$ cat src/rtl/sensor_debounce_sync.sv
// sensor_debounce_sync: per-channel 2-flop synchroniser, counter debounce, edge/glitch pulses and stuck-sensor timers
module sensor_debounce_sync #(
  parameter int              N_CH        = 5,
  parameter int              DEB_CYCLES  = 16,
  parameter int              DEB_W       = 8,
  parameter int              STUCK_LIMIT = 50000,
  parameter int              STUCK_W     = 16,
  parameter logic [N_CH-1:0] RST_VAL     = '0
) (
  input  logic            clk,
  input  logic            rst,
  input  logic [N_CH-1:0] x_raw,
  input  logic            stuck_en,
  input  logic [N_CH-1:0] stuck_clr,
  output logic [N_CH-1:0] x_out,
  output logic [N_CH-1:0] x_rise,
  output logic [N_CH-1:0] x_fall,
  output logic [N_CH-1:0] glitch,
  output logic [N_CH-1:0] stuck
);
  localparam logic [DEB_W-1:0]   DEB_LAST = DEB_W'(DEB_CYCLES - 1);
  localparam logic [STUCK_W-1:0] LIM      = STUCK_W'(STUCK_LIMIT);
  logic [N_CH-1:0] sync1_q, sync1_d, sync2_q, sync2_d;
  logic [N_CH-1:0] x_out_q, x_out_d, x_rise_q, x_rise_d, x_fall_q, x_fall_d;
  logic [N_CH-1:0] glitch_q, glitch_d, stuck_q, stuck_d;
  logic [N_CH-1:0] differ, accept;
  logic [N_CH-1:0][DEB_W-1:0]   cnt_q, cnt_d;
  logic [N_CH-1:0][STUCK_W-1:0] timer_q, timer_d;
  // next-state: a pending level is accepted after DEB_CYCLES disagreeing samples; agreement aborts it as a glitch
  always_comb begin
    sync1_d  = x_raw;
    sync2_d  = sync1_q;
    differ   = sync2_q ^ x_out_q;
    accept   = '0;
    x_out_d  = x_out_q;
    x_rise_d = '0;
    x_fall_d = '0;
    glitch_d = '0;
    stuck_d  = '0;
    cnt_d    = cnt_q;
    timer_d  = timer_q;
    for (int i = 0; i < N_CH; i++) begin
      accept[i]   = differ[i] && cnt_q[i] == DEB_LAST;
      cnt_d[i]    = !differ[i] || accept[i] ? '0 : cnt_q[i] + 1'b1;
      glitch_d[i] = !differ[i] && cnt_q[i] != '0;
      x_out_d[i]  = accept[i] ? sync2_q[i] : x_out_q[i];
      x_rise_d[i] = accept[i] && sync2_q[i];
      x_fall_d[i] = accept[i] && !sync2_q[i];
      timer_d[i]  = !stuck_en || stuck_clr[i] || accept[i] ? '0 :
                    timer_q[i] < LIM ? timer_q[i] + 1'b1 : timer_q[i];
      stuck_d[i]  = timer_q[i] == LIM;
    end
  end
  // state registers with synchronous active-low reset; a reset mid-count drops the pending change silently
  always_ff @(posedge clk) begin
    if (!rst) begin
      sync1_q  <= RST_VAL;
      sync2_q  <= RST_VAL;
      x_out_q  <= RST_VAL;
      x_rise_q <= '0;
      x_fall_q <= '0;
      glitch_q <= '0;
      stuck_q  <= '0;
      cnt_q    <= '0;
      timer_q  <= '0;
    end else begin
      sync1_q  <= sync1_d;
      sync2_q  <= sync2_d;
      x_out_q  <= x_out_d;
      x_rise_q <= x_rise_d;
      x_fall_q <= x_fall_d;
      glitch_q <= glitch_d;
      stuck_q  <= stuck_d;
      cnt_q    <= cnt_d;
      timer_q  <= timer_d;
    end
  end
  assign x_out  = x_out_q;
  assign x_rise = x_rise_q;
  assign x_fall = x_fall_q;
  assign glitch = glitch_q;
  assign stuck  = stuck_q;
endmodule

$ cat config.mk
export PLATFORM = sky130hd
export DESIGN_NAME = sensor_debounce_sync
export DESIGN_NICKNAME = d
export VERILOG_FILES = /design/src/rtl/sensor_debounce_sync.sv
export SDC_FILE = /design/constraint.sdc
export NUM_CORES = 1
export LEC_CHECK = 0
export CAP_MARGIN = 20
export CORE_ASPECT_RATIO = 2
export CORE_UTILIZATION = 55
export CTS_CLUSTER_DIAMETER = 40
export DETAILED_ROUTE_END_ITERATION = 16
export PLACE_DENSITY = 0.79
export SLEW_MARGIN = 25
export SYNTH_ARGS = -nofsm -noshare
export SYNTH_HDL_FRONTEND = slang
export SYNTH_SLANG_ARGS = --single-unit
$ cat constraint.sdc
create_clock -name clk -period 2.28 [get_ports clk]
set_input_delay 0.456 -clock clk [delete_from_list [all_inputs] [get_ports clk]]
set_output_delay 0.456 -clock clk [all_outputs]
set_load 0.005 [all_outputs]
==> results of run 1 <==
-- registers in the layout, indices dropped and copies added (netlist names) --
register / flops
glitch: 5
sync1_q: 5
stuck: 5
x_fall: 5
timer_q: 80
x_rise: 5
sync2_q: 5
x_out: 5
cnt_q: 40
-- synth_stat cells (all sizes together), types with 3 or more instances --
cell | number | area share (%)
clkbuf | 25 | 1.3
and3 | 21 | 1.8
a21o | 5 | 0.52
nand4 | 20 | 1.7
and4 | 10 | 1.2
nand3 | 57 | 3.9
nand2 | 73 | 3.8
a21oi | 69 | 4.8
o21a | 5 | 0.52
buf | 5 | 0.34
nor4b | 4 | 0.48
a41oi | 3 | 0.36
o21ai | 19 | 1.4
xor2 | 25 | 3.0
a31o | 5 | 0.60
a311oi | 7 | 0.84
nand2b | 16 | 1.4
and2 | 20 | 1.7
or4 | 41 | 4.3
xnor2 | 10 | 1.2
mux2i | 19 | 2.6
dfxtp | 155 | 43
a31oi | 4 | 0.34
o211ai | 4 | 0.48
nor4bb | 3 | 0.41
nor2 | 52 | 2.7
o31ai | 38 | 3.9
nor3 | 17 | 1.2
nand3b | 4 | 0.41
ha | 20 | 3.4
inv | 41 | 2.1
nor4 | 18 | 2.2
or3 | 5 | 0.43
o2111ai | 3 | 0.69
nand4b | 3 | 0.36
-- cell usage in the layout (no fill, tap or decap), types with 7 or more instances in the layout --
cell	Yosys	layout
nor3_1	17	17
xnor2_1	10	10
nor2_1	51	50
a21oi_1	69	69
o31ai_1	38	38
and3_1	21	21
nor4_1	12	12
xor2_1	25	25
nand2_1	73	73
and4_1	10	10
a311oi_1	7	7
buf_4	0	14
mux2i_1	19	19
clkdlybuf4s50_1	0	37
inv_1	41	41
ha_1	20	20
nand4_1	20	20
nand3_1	57	57
nand2b_1	16	16
clkbuf_16	0	17
and2_1	20	20
o21ai_0	15	15
or4_1	40	40
dfxtp_1	155	155
-- cell families after synthesis --
| logic type | after synthesis | synth area share, % |
|---|---|---|
| AOI/OAI and AO/OA | 167 | 15.1 |
| xor gates and xnor gates | 35 | 4.22 |
| adders and majority gates | 20 | 3.44 |
| buffers and inverters | 71 | 3.77 |
| DFF | 155 | 42.7 |
| muxes | 19 | 2.62 |
| and+or+nand+nor | 366 | 28.2 |
-- power by group --
group	total (mW)	leakage, nW	internal (mW)	switching, mW
Combinational	0.128	1.19	0.0555	0.0720
Clock	2.75	0.272	1.63	1.11
Sequential	2.74	1.25	2.73	0.0156
Total	5.61	2.71	4.41	1.20
-- critical path, cell delays in order, from the launching register on --
cell and delay (ns):
dfxtp_1 0.43, and4_1 0.30, nand4_1 0.36, or4_1 0.60, a21oi_1 0.18
-- final timing paths --
check | start | endpoint | slack, ns
min reg2reg | sync1_q[0] | sync2_q[0] | 0.44
max reg2reg | timer_q[50] | timer_q[62] | 0.33
max | timer_q[50] | timer_q[62] | 0.33
min | sync1_q[0] | sync2_q[0] | 0.44
-- final cells by class --
| cell class | instances | area [um^2] |
|---|---|---|
| Fill cell | 1016 | 4540 |
| Multi-Input combinational cell | 607 | 3890 |
| Sequential cell | 155 | 3100 |
| Timing Repair Buffer | 51 | 475 |
| Clock buffer | 20 | 447 |
| Tap cell | 152 | 190 |
| Inverter | 41 | 154 |
| Clock inverter | 12 | 124 |
-- metrics by stage --
step                      power, mW  setup slack (ns)
after CTS                      5.64             0.346
after global routing           5.78             0.184
after detailed placement       2.93             0.228
final                          5.61             0.327
after floorplan                2.87             0.558
after global placement         2.92             0.313
-- per-layer routing --
layer	vias to the layer above	global-route usage, %	share of wire, %
met5	-	0	0
met2	175	49.4	56
met4	0	12.3	3.1
li1	3142	-	-
met3	50	4.90	3.6
met1	3102	25.0	37
==> out/metrics.csv, run 1 <==
metric,value,unit
ys_ff_latch,155,
worstPathArrival,2.29,ns
path_clk_slew,0.06,ns
rr_worst_depth,4,
async_reset_ff_share,0,%
wl,16700,um
ant_nets,0,
syn_inst,833,
io_buffers,37,
design_area,0.00838,mm^2
wl_per_cell,16.1,um
outcome,"complete, no violations",
drc_errors,0,
slew_viol_final,0,
hold_violations,0,
io_pins,38,
cts_resized,0,
row_count,59,
place.gp.congestion,0.922,
grt_pass1_wl,28500,um
power_density,670,mW/mm^2
synth-edff-count,0,
grt_setup_unrepaired,false,
required,2.62,ns
core_region_area,0.0129,mm^2
critPathLaunchType,flip-flop,
cts_max_level,4,
dp_cells,1006,
grt_pass1_vias,6423,
finClkSkew,0.00957,ns
die_y,165,um
gr-total-overflow,0,
ys_seq_area_share,42.7,%
cts_setup_buffers,0,
syn_area,0.00726,mm^2
hold_ws,0.444,ns
worst-path-max-fanout,11,
stdcell_count,1038,
setup_violations,0,
die_area,0.0137,mm^2
final_core_util,64.9,%
holdBufCountCts,0,
cts_tree,built,
p_leak,2.71,nW
worstMarginPinSlew,0.814,ns
root_buffer,clkbuf_16,
end_kind,flip-flop,
viasPerCell,6.23,
cts_buffers,17,
clock_latency,0.42,ns
die_x,83.3,um
cap_violations,0,
clockBufferDepth,2,
finalCritPeriodShare,85.6,%
diodes,0,
yosysWarnings,0,
drtIter0Drc,332,
path_class,reg -> reg,
ys.flop_type,dfxtp_1,
ir_drop,623,uV
synth_cell_types,52,
synth_nets,866,
first_pass_iters,5,
antenna_found_initial,0,
layout-drive-gt1-share,7.22,%
fin_crit,1.95,ns
vias,6469,
clock.fmax,0.512,GHz
max_slew_margin,45.7,%
setup_tns,0,ns
placed_area,0.00781,mm^2
hold_class,reg -> reg,
clkSinkCount,155,
grt_usage,25.3,%
nNetsFinal,906,
hold_depth,1,
start_util,56.2,%
dp.final_hpwl,12000,um
grt_max_degree,25,
syn2layout_area_growth,15.4,%
synth_area_per_cell,8.72,um^2
Note: power is estimated with default switching activity, not from simulation.
==> run 2: changes to the inputs <==
SKIP_CTS_REPAIR_TIMING = 1   (was not set)
==> results of run 2 <==
Same layout as run 1: the final DEF is identical, and so are final timing and power.
